--- src/rtl/ras_predictor_pkg.sv ---
// ras_predictor_pkg
//   Shared fetch-unit types for the return address stack: geometry
//   constants, PC / pointer / occupancy types, the per-fetch-group
//   checkpoint struct and saturating occupancy helpers.
package ras_predictor_pkg;

    localparam int FETCH_WIDTH     = 2;
    localparam int RAS_DEPTH       = 8;   // must be a power of two
    localparam int PC_WIDTH        = 32;
    localparam int INSN_BYTE_WIDTH = 4;

    localparam int RAS_ENTRY_NUM_BIT_WIDTH = $clog2(RAS_DEPTH);
    localparam int FETCH_LANE_BIT_WIDTH    = (FETCH_WIDTH > 1) ? $clog2(FETCH_WIDTH) : 1;

    typedef logic [PC_WIDTH-1:0]                PC_Path;
    typedef logic [RAS_ENTRY_NUM_BIT_WIDTH-1:0] RasPointerPath;
    typedef logic [RAS_ENTRY_NUM_BIT_WIDTH:0]   RasCountPath;
    typedef logic [FETCH_LANE_BIT_WIDTH-1:0]    FetchLaneIndexPath;

    // Pointer/occupancy snapshot carried with each fetch group for recovery.
    typedef struct packed {
        RasPointerPath ptr;
        RasCountPath   count;
    } RasCheckpoint;

    localparam RasCountPath RAS_COUNT_ZERO = {(RAS_ENTRY_NUM_BIT_WIDTH+1){1'b0}};
    localparam RasCountPath RAS_COUNT_ONE  = {{RAS_ENTRY_NUM_BIT_WIDTH{1'b0}}, 1'b1};
    localparam RasCountPath RAS_COUNT_FULL = {1'b1, {RAS_ENTRY_NUM_BIT_WIDTH{1'b0}}};
    localparam RasPointerPath RAS_PTR_ZERO = {RAS_ENTRY_NUM_BIT_WIDTH{1'b0}};
    localparam RasPointerPath RAS_PTR_ONE  = {{(RAS_ENTRY_NUM_BIT_WIDTH-1){1'b0}}, 1'b1};

    // Occupancy after a push: saturates at RAS_DEPTH (oldest entry is lost).
    function automatic RasCountPath ras_count_inc(input RasCountPath c);
        return (c >= RAS_COUNT_FULL) ? RAS_COUNT_FULL : (c + RAS_COUNT_ONE);
    endfunction

    // Occupancy after a pop: never goes below zero.
    function automatic RasCountPath ras_count_dec(input RasCountPath c);
        return (c == RAS_COUNT_ZERO) ? RAS_COUNT_ZERO : (c - RAS_COUNT_ONE);
    endfunction

    // Occupancy after a push-and-pop (replace top): at least one entry.
    function automatic RasCountPath ras_count_floor1(input RasCountPath c);
        return (c == RAS_COUNT_ZERO) ? RAS_COUNT_ONE : c;
    endfunction

endpackage

--- src/rtl/ras_predictor_if.sv ---
// ras_predictor_if
//   Bundles the BTB-side fetch-group inputs, the misprediction recovery
//   request and the RAS prediction/checkpoint outputs.
//   master: fetch/BTB/integer-pipeline side (drives fetch + recover inputs)
//   slave : ras_predictor (drives rasOut/rasHit/rasLane/ckptPtr/ckptCount)
interface ras_predictor_if;
    import ras_predictor_pkg::*;

    logic                   fetchValid;
    logic                   stall;
    logic [FETCH_WIDTH-1:0] laneValid;
    PC_Path                 fetchPC [FETCH_WIDTH];
    logic [FETCH_WIDTH-1:0] btbHit;
    logic [FETCH_WIDTH-1:0] readIsRASPushBr;
    logic [FETCH_WIDTH-1:0] readIsRASPopBr;

    logic                   recover;
    RasPointerPath          recoverPtr;
    RasCountPath            recoverCount;
    logic                   recoverPush;
    logic                   recoverPop;
    PC_Path                 recoverPushAddr;

    PC_Path                 rasOut;
    logic                   rasHit;
    FetchLaneIndexPath      rasLane;
    RasPointerPath          ckptPtr;
    RasCountPath            ckptCount;

    modport master (
        output fetchValid, stall, laneValid, fetchPC, btbHit,
               readIsRASPushBr, readIsRASPopBr,
               recover, recoverPtr, recoverCount, recoverPush, recoverPop,
               recoverPushAddr,
        input  rasOut, rasHit, rasLane, ckptPtr, ckptCount
    );

    modport slave (
        input  fetchValid, stall, laneValid, fetchPC, btbHit,
               readIsRASPushBr, readIsRASPopBr,
               recover, recoverPtr, recoverCount, recoverPush, recoverPop,
               recoverPushAddr,
        output rasOut, rasHit, rasLane, ckptPtr, ckptCount
    );

endinterface

--- src/rtl/ras_entry_array.sv ---
// ras_entry_array
//   RAS_DEPTH x PC_WIDTH register array, one synchronous write port and one
//   asynchronous read port. Entries are not reset; occupancy tracking in the
//   parent decides which entries are meaningful.
//   clk     : clock
//   wr_en   : write enable
//   wr_addr : write index
//   wr_data : return address to store
//   rd_addr : read index
//   rd_data : entry at rd_addr (combinational)
module ras_entry_array
    import ras_predictor_pkg::*;
(
    input  logic          clk,
    input  logic          wr_en,
    input  RasPointerPath wr_addr,
    input  PC_Path        wr_data,
    input  RasPointerPath rd_addr,
    output PC_Path        rd_data
);

    PC_Path entry_r [RAS_DEPTH];

    // Write port: a value written this cycle is readable next cycle.
    always_ff @(posedge clk) begin
        if (wr_en) begin
            entry_r[wr_addr] <= wr_data;
        end
    end

    assign rd_data = entry_r[rd_addr];

endmodule

--- src/rtl/ras_predictor.sv ---
// ras_predictor
//   Return address stack downstream of the BTB. Selects the first lane of
//   the fetch group carrying a BTB-classified call/return, pushes return
//   addresses on calls, predicts targets on returns, exposes the pre-update
//   pointer/occupancy as a checkpoint and restores it on misprediction.
//   clk  : clock
//   rst  : synchronous active-high reset (ptr=0, count=0; entries kept)
//   bus  : ras_predictor_if.slave (fetch group, recovery, prediction outputs)
module ras_predictor
    import ras_predictor_pkg::*;
(
    input  logic            clk,
    input  logic            rst,
    ras_predictor_if.slave  bus
);

    RasPointerPath     ptr_r;
    RasCountPath       count_r;
    RasPointerPath     ptr_nxt_s;
    RasCountPath       count_nxt_s;

    logic              wr_en_s;
    RasPointerPath     wr_addr_s;
    PC_Path            wr_data_s;
    PC_Path            rd_data_s;

    logic              sel_valid_s;
    FetchLaneIndexPath sel_lane_s;
    logic              sel_push_s;
    logic              sel_pop_s;
    PC_Path            sel_ret_addr_s;
    logic              update_s;
    RasCheckpoint      ckpt_s;

    ras_entry_array u_entries (
        .clk     (clk),
        .wr_en   (wr_en_s && !rst),
        .wr_addr (wr_addr_s),
        .wr_data (wr_data_s),
        .rd_addr (ptr_r),
        .rd_data (rd_data_s)
    );

    // Lane scan: lowest-index lane with a BTB-hit call or return wins; the
    // group ends at that taken branch so later lanes are ignored.
    always_comb begin
        sel_valid_s    = 1'b0;
        sel_lane_s     = {FETCH_LANE_BIT_WIDTH{1'b0}};
        sel_push_s     = 1'b0;
        sel_pop_s      = 1'b0;
        sel_ret_addr_s = bus.fetchPC[0] + PC_Path'(INSN_BYTE_WIDTH);
        for (int i = 0; i < FETCH_WIDTH; i++) begin
            if (!sel_valid_s && bus.fetchValid && bus.laneValid[i] && bus.btbHit[i] &&
                (bus.readIsRASPushBr[i] || bus.readIsRASPopBr[i])) begin
                sel_valid_s    = 1'b1;
                sel_lane_s     = FetchLaneIndexPath'(i);
                sel_push_s     = bus.readIsRASPushBr[i];
                sel_pop_s      = bus.readIsRASPopBr[i];
                sel_ret_addr_s = bus.fetchPC[i] + PC_Path'(INSN_BYTE_WIDTH);
            end else begin
                sel_valid_s    = sel_valid_s;
            end
        end
    end

    assign update_s = bus.fetchValid && !bus.stall && !bus.recover;
    assign ckpt_s   = '{ptr: ptr_r, count: count_r};

    // Prediction and checkpoint outputs are combinational from current state.
    assign bus.rasOut    = rd_data_s;
    assign bus.rasHit    = sel_valid_s && sel_pop_s && (count_r != RAS_COUNT_ZERO);
    assign bus.rasLane   = sel_lane_s;
    assign bus.ckptPtr   = ckpt_s.ptr;
    assign bus.ckptCount = ckpt_s.count;

    // Next pointer/occupancy and entry write; recovery outranks fetch updates.
    always_comb begin
        ptr_nxt_s   = ptr_r;
        count_nxt_s = count_r;
        wr_en_s     = 1'b0;
        wr_addr_s   = ptr_r + RAS_PTR_ONE;
        wr_data_s   = sel_ret_addr_s;
        if (bus.recover) begin
            ptr_nxt_s   = bus.recoverPtr;
            count_nxt_s = bus.recoverCount;
            wr_data_s   = bus.recoverPushAddr;
            if (bus.recoverPush && bus.recoverPop) begin
                // Replayed call-via-return: replace the checkpointed top.
                wr_en_s     = 1'b1;
                wr_addr_s   = bus.recoverPtr;
                count_nxt_s = ras_count_floor1(bus.recoverCount);
            end else if (bus.recoverPush) begin
                wr_en_s     = 1'b1;
                wr_addr_s   = bus.recoverPtr + RAS_PTR_ONE;
                ptr_nxt_s   = bus.recoverPtr + RAS_PTR_ONE;
                count_nxt_s = ras_count_inc(bus.recoverCount);
            end else if (bus.recoverPop) begin
                ptr_nxt_s   = bus.recoverPtr - RAS_PTR_ONE;
                count_nxt_s = ras_count_dec(bus.recoverCount);
            end else begin
                wr_en_s     = 1'b0;
            end
        end else if (update_s && sel_valid_s) begin
            if (sel_push_s && sel_pop_s) begin
                wr_en_s     = 1'b1;
                wr_addr_s   = ptr_r;
                count_nxt_s = ras_count_floor1(count_r);
            end else if (sel_push_s) begin
                // When full this lands on the oldest entry, overwriting it.
                wr_en_s     = 1'b1;
                ptr_nxt_s   = ptr_r + RAS_PTR_ONE;
                count_nxt_s = ras_count_inc(count_r);
            end else if (count_r != RAS_COUNT_ZERO) begin
                ptr_nxt_s   = ptr_r - RAS_PTR_ONE;
                count_nxt_s = count_r - RAS_COUNT_ONE;
            end else begin
                // Pop on an empty stack leaves state untouched.
                ptr_nxt_s   = ptr_r;
            end
        end else begin
            ptr_nxt_s   = ptr_r;
        end
    end

    // Pointer/occupancy registers; reset overrides recovery and fetch updates.
    always_ff @(posedge clk) begin
        if (rst) begin
            ptr_r   <= RAS_PTR_ZERO;
            count_r <= RAS_COUNT_ZERO;
        end else begin
            ptr_r   <= ptr_nxt_s;
            count_r <= count_nxt_s;
        end
    end

endmodule

--- src/flat_wrapper.sv ---
// flat-port wrapper written by rule: the top's interface ports become plain ports
module ras_predictor_flat import ras_predictor_pkg::*;
  (clk, rst, bus_fetchValid, bus_stall, bus_laneValid, bus_fetchPC, bus_btbHit, bus_readIsRASPushBr, bus_readIsRASPopBr, bus_recover, bus_recoverPtr, bus_recoverCount, bus_recoverPush, bus_recoverPop, bus_recoverPushAddr, bus_rasOut, bus_rasHit, bus_rasLane, bus_ckptPtr, bus_ckptCount);
  ras_predictor_if bus_i ();
  input  logic clk;
  input  logic rst;
  input wire logic [$bits(bus_i.fetchValid)-1:0] bus_fetchValid;
  input wire logic [$bits(bus_i.stall)-1:0] bus_stall;
  input wire logic [$bits(bus_i.laneValid)-1:0] bus_laneValid;
  input wire logic [$bits(bus_i.fetchPC)-1:0] bus_fetchPC;
  input wire logic [$bits(bus_i.btbHit)-1:0] bus_btbHit;
  input wire logic [$bits(bus_i.readIsRASPushBr)-1:0] bus_readIsRASPushBr;
  input wire logic [$bits(bus_i.readIsRASPopBr)-1:0] bus_readIsRASPopBr;
  input wire logic [$bits(bus_i.recover)-1:0] bus_recover;
  input wire logic [$bits(bus_i.recoverPtr)-1:0] bus_recoverPtr;
  input wire logic [$bits(bus_i.recoverCount)-1:0] bus_recoverCount;
  input wire logic [$bits(bus_i.recoverPush)-1:0] bus_recoverPush;
  input wire logic [$bits(bus_i.recoverPop)-1:0] bus_recoverPop;
  input wire logic [$bits(bus_i.recoverPushAddr)-1:0] bus_recoverPushAddr;
  output wire logic [$bits(bus_i.rasOut)-1:0] bus_rasOut;
  output wire logic [$bits(bus_i.rasHit)-1:0] bus_rasHit;
  output wire logic [$bits(bus_i.rasLane)-1:0] bus_rasLane;
  output wire logic [$bits(bus_i.ckptPtr)-1:0] bus_ckptPtr;
  output wire logic [$bits(bus_i.ckptCount)-1:0] bus_ckptCount;
  assign bus_i.fetchValid = bus_fetchValid;
  assign bus_i.stall = bus_stall;
  assign bus_i.laneValid = bus_laneValid;
  assign bus_i.fetchPC = {>>{bus_fetchPC}};
  assign bus_i.btbHit = bus_btbHit;
  assign bus_i.readIsRASPushBr = bus_readIsRASPushBr;
  assign bus_i.readIsRASPopBr = bus_readIsRASPopBr;
  assign bus_i.recover = bus_recover;
  assign bus_i.recoverPtr = bus_recoverPtr;
  assign bus_i.recoverCount = bus_recoverCount;
  assign bus_i.recoverPush = bus_recoverPush;
  assign bus_i.recoverPop = bus_recoverPop;
  assign bus_i.recoverPushAddr = bus_recoverPushAddr;
  assign bus_rasOut = bus_i.rasOut;
  assign bus_rasHit = bus_i.rasHit;
  assign bus_rasLane = bus_i.rasLane;
  assign bus_ckptPtr = bus_i.ckptPtr;
  assign bus_ckptCount = bus_i.ckptCount;
  ras_predictor u_core (.clk(clk), .rst(rst), .bus(bus_i));
endmodule
--- config.mk ---
export PLATFORM = sky130hd
export DESIGN_NAME = ras_predictor_flat
export DESIGN_NICKNAME = d
export VERILOG_FILES = /design/src/rtl/ras_predictor_pkg.sv /design/src/rtl/ras_predictor_if.sv /design/src/rtl/ras_entry_array.sv /design/src/rtl/ras_predictor.sv /design/src/flat_wrapper.sv
export SDC_FILE = /design/constraint.sdc
export NUM_CORES = 1
export LEC_CHECK = 0
export ABC_AREA = 1
export BUFFER_PORTS_ARGS = -buffer_cell sky130_fd_sc_hd__clkbuf_2
export CAP_MARGIN = 10
export CORE_MARGIN = 2
export CORE_UTILIZATION = 42
export CTS_BUF_LIST = sky130_fd_sc_hd__clkbuf_8
export CTS_CLUSTER_SIZE = 8
export DETAILED_ROUTE_END_ITERATION = 8
export GPL_TIMING_DRIVEN = 0
export PLACE_DENSITY_LB_ADDON = 0.1
export SYNTH_ARGS = -nofsm -noshare
export SYNTH_HDL_FRONTEND = slang
export SYNTH_SLANG_ARGS = --single-unit
--- constraint.sdc ---
create_clock -name clk -period 9.3 [get_ports clk]
set_input_delay 1.86 -clock clk [delete_from_list [all_inputs] [get_ports clk]]
set_output_delay 1.86 -clock clk [all_outputs]
set_load 0.02 [all_outputs]
# Word-level counts from Yosys, hierarchy flattened
# Memories as Yosys holds them, arrays and structs flattened. A register that Yosys moved wholly into a read port is not among the register bits.
# Cells that the tools add are included.
[op_classes]
addsub = 10
order_cmp = 2
n_eq_ne = 2
mux = 45
n_reduce_logical = 29
[op_table]
columns = ["op", "n"]
rows = [
  ["adder 32 x 3 -> 32 bit (second input constant)", 2],
  ["2-to-1 mux 32 bit", 2],
  ["2-to-1 mux 4 bit", 13],
  ["2-to-1 mux 3 bit", 15],
  ["logical AND 1 bit", 15],
  ["2-to-1 mux 1 bit", 15],
  ["adder 4 x 1 -> 4 bit (second input constant)", 2],
  ["greater-or-equal comparator 4 bit (second input constant)", 2],
  ["logical NOT 4 bit", 2],
  ["nonzero test 4 bit", 2],
  ["subtractor 4 x 1 -> 4 bit (second input constant)", 2],
  ["adder 3 x 1 -> 3 bit (second input constant)", 2],
  ["AND reduction 3 bit", 2],
  ["subtractor 3 x 1 -> 3 bit (second input constant)", 2],
  ["logical NOT 1 bit", 4],
  ["inequality test 3 bit (second input constant)", 1],
  ["nonzero test 3 bit", 1],
  ["logical OR 1 bit", 2],
  ["inequality test 2 bit (second input constant)", 1],
  ["nonzero test 2 bit", 1],
]
[totals]
reg_bits = 7
ram_bits = 256
inputBits = 118
out_inout_bits = 41
n_memories = 1
[mem_list]
columns = ["name", "words", "width", "rd", "rd_clocked_by_memory_dff", "wr", "line_no", "rtl"]
rows = [
  ["u_core.u_entries.entry_r", 8, 32, 1, 1, 1, "ras_entry_array.sv:22", "PC_Path entry_r [RAS_DEPTH];"],
]

# Logic depth before layout (Yosys ltp)
[depth]
ltp_word = 17
mapped_depth = 17
ltp_nobuf = 15

# By module
# Synthesis repeated with hierarchy kept, for this count alone.
[hier_totals]
hier_cells = 1683
area_unflattened_um2 = 14051.0
[by_module_without_submodules]
columns = ["module", "instances", "cells_each", "area_each_um2", "seq_area_each_um2"]
rows = [
  ["ras_entry_array", 1, 1124, 11232.0, 7687.4],
  ["ras_predictor", 1, 559, 2819.0, 140.1],
]

# Worst setup path before layout
# Ideal clock, no wire load.
[synth_timing]
path_kind = "in2reg"
startpoint = "input bus_readIsRASPopBr[0]"
endpoint = "memory u_core.u_entries.entry_r[6][0] (netlist name), enable pin"
setup_time_ns = 0.421
arrival_time_ns = 4.434
slack_ns = 4.446
stages = 12
cell_sequence = "inv_1 nand2_1 nand2_4 nand2_8 buf_8 a21oi_2 nand2_1 nor2_1 a21oi_1 a21boi_1 nand2_1 nor2_1"
[synth_between]
elab_chain_len = 16
elab_cells_between_ends = 25
classes_between = "15 x mux; 10 x reduce/logical"
[synth_lines]
columns = ["item", "line_no", "rtl"]
rows = [
  ["from (decl)", "flat_wrapper.sv:13", "input wire logic [$bits(bus_i.readIsRASPopBr)-1:0] bus_readIsRASPopBr;"],
  ["logical OR 1 bit", "ras_predictor.sv:54", "(bus.readIsRASPushBr[i] || bus.readIsRASPopBr[i])) begin"],
  ["logical AND 1 bit", "ras_predictor.sv:53", "if (!sel_valid_s && bus.fetchValid && bus.laneValid[i] && bus.btbHit[i] &&"],
  ["2-to-1 mux 1 bit", "ras_predictor.sv:53", ""],
  ["logical NOT 1 bit", "ras_predictor.sv:53", ""],
  ["logical AND 1 bit (4 in series)", "ras_predictor.sv:53", ""],
  ["2-to-1 mux 1 bit", "ras_predictor.sv:53", ""],
  ["2-to-1 mux 1 bit or logical AND 1 bit (tied branches)", "ras_predictor.sv:108, ras_predictor.sv:104", ""],
  ["2-to-1 mux 1 bit", "ras_predictor.sv:104", "if (sel_push_s && sel_pop_s) begin"],
  ["2-to-1 mux 1 bit", "ras_predictor.sv:103", "end else if (update_s && sel_valid_s) begin"],
  ["2-to-1 mux 1 bit", "ras_predictor.sv:83", "if (bus.recover) begin"],
  ["logical AND 1 bit", "ras_predictor.sv:37", ".wr_en (wr_en_s && !rst),"],
  ["2-to-1 mux 1 bit", "ras_entry_array.sv:26", "if (wr_en) begin"],
  ["2-to-1 mux 1 bit (not written as such)", "ras_entry_array.sv:27", "entry_r[wr_addr] <= wr_data;"],
  ["to (decl)", "ras_entry_array.sv:22", ""],
]
# Parallel ways exist; a longest one is shown, timed or not.

==> impl_metrics.yaml <==
run_status:
  outcome: "finished, final reports clean"
timing:
  setup_violations: 0
  clock_skew_ns: 0.01339
  slew_headroom: 0.2084
  fin_crit_sh: 0.5466
  slew_viol_final: 0
  layout_min_cycle_time_ns: 5.084
  hold_viol: 0
  rsz0062_at_grt: "no"
  worstMarginPinSlew_ns: 1.182
  tns_ns: 0
  fmax_mhz: 196.7
power_and_ir_drop:
  swShare: 0.2991
  power-per-cell-area_nw_per_um2: 183.6
  pwr-share-seq: 0.480
  power_frac_clock: 0.322
  p_int_uw: 1986
  p_comb_frac: 0.198
  switching_power_uw: 847.7
  irDropWorstVdd_v: 0.00008386
  p_leak_uw: 0.006054
synth:
  synthCells: 1405
  syn_avg_cell_area_um2: 9.356
  synth-seq-area-share: 0.6000
  synth-seq-cells: 266
  syn_nets: 1532
  synth_warnings: 0
  synth_area_um2: 13150
  synth_cell_types: 45
cts:
  cts.path.max_buffers: 3
  cts.sink_count: 266
  postCtsHoldBufs: 0
  cts_resized: 0
  cts_setup_buffers: 0
  cts_tree: "done"
  htreeDepth: 2
  cts_inserted_buffers: 43
  clkTransAtPathRegs_ns: 0.06
  cts_root_buf: "clkbuf_8"
  worstSkewPairLatency_ns: 0.54
setup_path:
  reg2reg_to: "u_core.u_entries.entry_r[5][31]"
  critPathMaxFanout: 10
  end_kind: "primary output"
  worstSetupEndpoint: "bus_rasOut[14]"
  reg2reg_setup_slack_ns: 6.60
  criticalPathCategory: "flip-flop to primary output"
  worst_r2r_path_depth: 8
  cp-start-kind: "flip-flop"
  rr_startpoint: "u_core.bus.ckptPtr[0]"
  arrival_ns: 3.22
  critPathRequiredTime_ns: 7.44
global_route:
  overflow: 0
  grt_max_degree: 25
  grt_pass1_wl_um: 60190
  track_usage: 0.2418
  grt_pass1_vias: 10467
  grt_antenna_before_repair: 0
floorplanning:
  die_area_um2: 32730
  core_area_um2: 30670
  rows: 64
  die_x_um: 180.9
  ios: 159
  die_y_um: 180.9
  initial_core_util: 0.4286
detailed_routing:
  vias: 10762
  routedWlPerCell_um: 19.53
  drt-pass1-iter-count: 5
  vias_per_cell: 5.275
  drc: 0
  ant_nets: 0
  drtIter0Drc: 1001
  wl_um: 39850
placed_design:
  placed_area_um2: 14670
  port_buffers: 157
  gp_congestion: 0.9264
  post-dp-hpwl_um: 27860
final_layout:
  multi_input_area_um2: 4720
  area_growth_pct: 17.40
  drive_gt1_frac: 0.1667
  seq_area_um2: 7888
  design_area_um2: 15430
  num_antenna_cells: 0
  fillCellCount: 2946
  fin_nets: 1742
flow_run:
  maxCapViolCount: 0
min_path:
  min_path_type: "flip-flop to flip-flop"
-- cells by family after synthesis --
group / Yosys count / share of synthesized area
XOR/XNOR: 10 / 0.006663
adder cells (fa/ha/maj): 9 / 0.008567
AND/OR/NAND/NOR: 715 / 0.2289
flip-flops: 266 / 0.6000
buffers and inverters: 144 / 0.04550
AO/OA/AOI/OAI: 261 / 0.1103
-- synth_stat cells (all sizes together) --
cell	n	area share
nand3	69	0.028
o31ai	1	0.00057
xor2	6	0.0040
nor3	1	0.00038
o2bb2ai	1	0.00067
inv	72	0.021
nand3b	15	0.0086
a21boi	1	0.00057
ha	9	0.0086
dfxtp	10	0.015
nand4	10	0.0048
o21ai	159	0.061
o211ai	2	0.0011
clkinv	1	0.00029
a211oi	1	0.00057
edfxtp	256	0.58
a21oi	19	0.0075
clkbuf	52	0.015
o2111ai	1	0.00067
o22ai	33	0.016
xnor2	4	0.0027
or2	3	0.0014
a221oi	3	0.0020
o221ai	2	0.0013
o21bai	1	0.00057
nor2	324	0.098
nand2	293	0.088
a31oi	37	0.018
buf	19	0.0098
-- cell type report --
cell class,instances,share of cell area
clock inverter,29,0.009324
tap,396,0.03211
inverter,73,0.01776
timing repair buffer,165,0.06275
multi-input combinational,995,0.3058
buffer,71,0.02100
sequential,266,0.5111
clock buffer,45,0.04013
-- power by group through the flow --
stage               Combinational, uW  Sequential, uW  Clock [uW]
floorplan                         337            1390           0
global placement                  548            1390           0
CTS                               562            1360         927
global route                      621            1360         977
detailed placement                560            1390           0
finish                            561            1360         911
-- worst max-delay path, cell delays in order (launching register included) --
cell      delay [ns]
dfxtp_1         0.33
inv_1           0.07
clkbuf_1        0.44
clkbuf_1        0.43
clkbuf_1        0.55
nor2_1          0.09
o22ai_1         0.19
nor2_1          0.05
a31oi_1         0.28
clkbuf_2        0.23
-- layer usage --
layer / wire (um) / vias to the layer above / GRT usage
met5: 0 / - / 0
met4: 901 / 0 / 0.06742
met3: 2829 / 65 / 0.04697
met2: 18640 / 397 / 0.3994
met1: 17480 / 5042 / 0.3257
li1: - / 5258 / -
-- layout by cell type, fill, tap and decap left out, drive strengths merged, types with 15 or more instances in the layout --
| master | instances |
|---|---|
| inv | 93 |
| clkbuf | 254 |
| a31oi | 37 |
| a21oi | 19 |
| nand3b | 15 |
| edfxtp | 256 |
| buf | 27 |
| nand2 | 293 |
| nand3 | 69 |
| o22ai | 33 |
| o21ai | 159 |
| nor2 | 324 |
-- sequential cells by signal, summed over array words and instances, names as in the netlist, named ones only --
signal                    cells
u_core.bus.ckptCount          4
u_core.u_entries.entry_r    256
u_core.bus.ckptPtr            3
-- through the flow --
stage | total power (uW) | cells | hold WS (ns) | utilization | setup slack, ns
after floorplan | 1725 | 1405 | 0.5783 | - | 4.446
after global placement | 1936 | 1958 | 0.5525 | 0.4704 | 2.545
after detailed placement | 1946 | 1966 | 0.5597 | 0.4783 | 4.391
after CTS | 2850 | 2040 | 0.5678 | 0.5032 | 4.161
after global routing | 2961 | 2040 | 0.5975 | 0.5032 | 3.894
final | 2834 | 2040 | 0.5612 | 0.5032 | 4.216
-- worst min path at each step --
stage,start,to,slack [ns],cells after the start
floorplan,u_core.bus.ckptCount[3],u_core.bus.ckptCount[3],0.58,2
global placement,u_core.bus.ckptCount[3],u_core.bus.ckptCount[3],0.55,2
detailed placement,u_core.bus.ckptCount[3],u_core.bus.ckptCount[3],0.56,2
CTS,u_core.bus.ckptCount[3],u_core.bus.ckptCount[3],0.57,2
global route,u_core.bus.ckptCount[3],u_core.bus.ckptCount[3],0.60,2
finish,u_core.bus.ckptCount[3],u_core.bus.ckptCount[3],0.56,2
(Power assumes the default switching activity.)
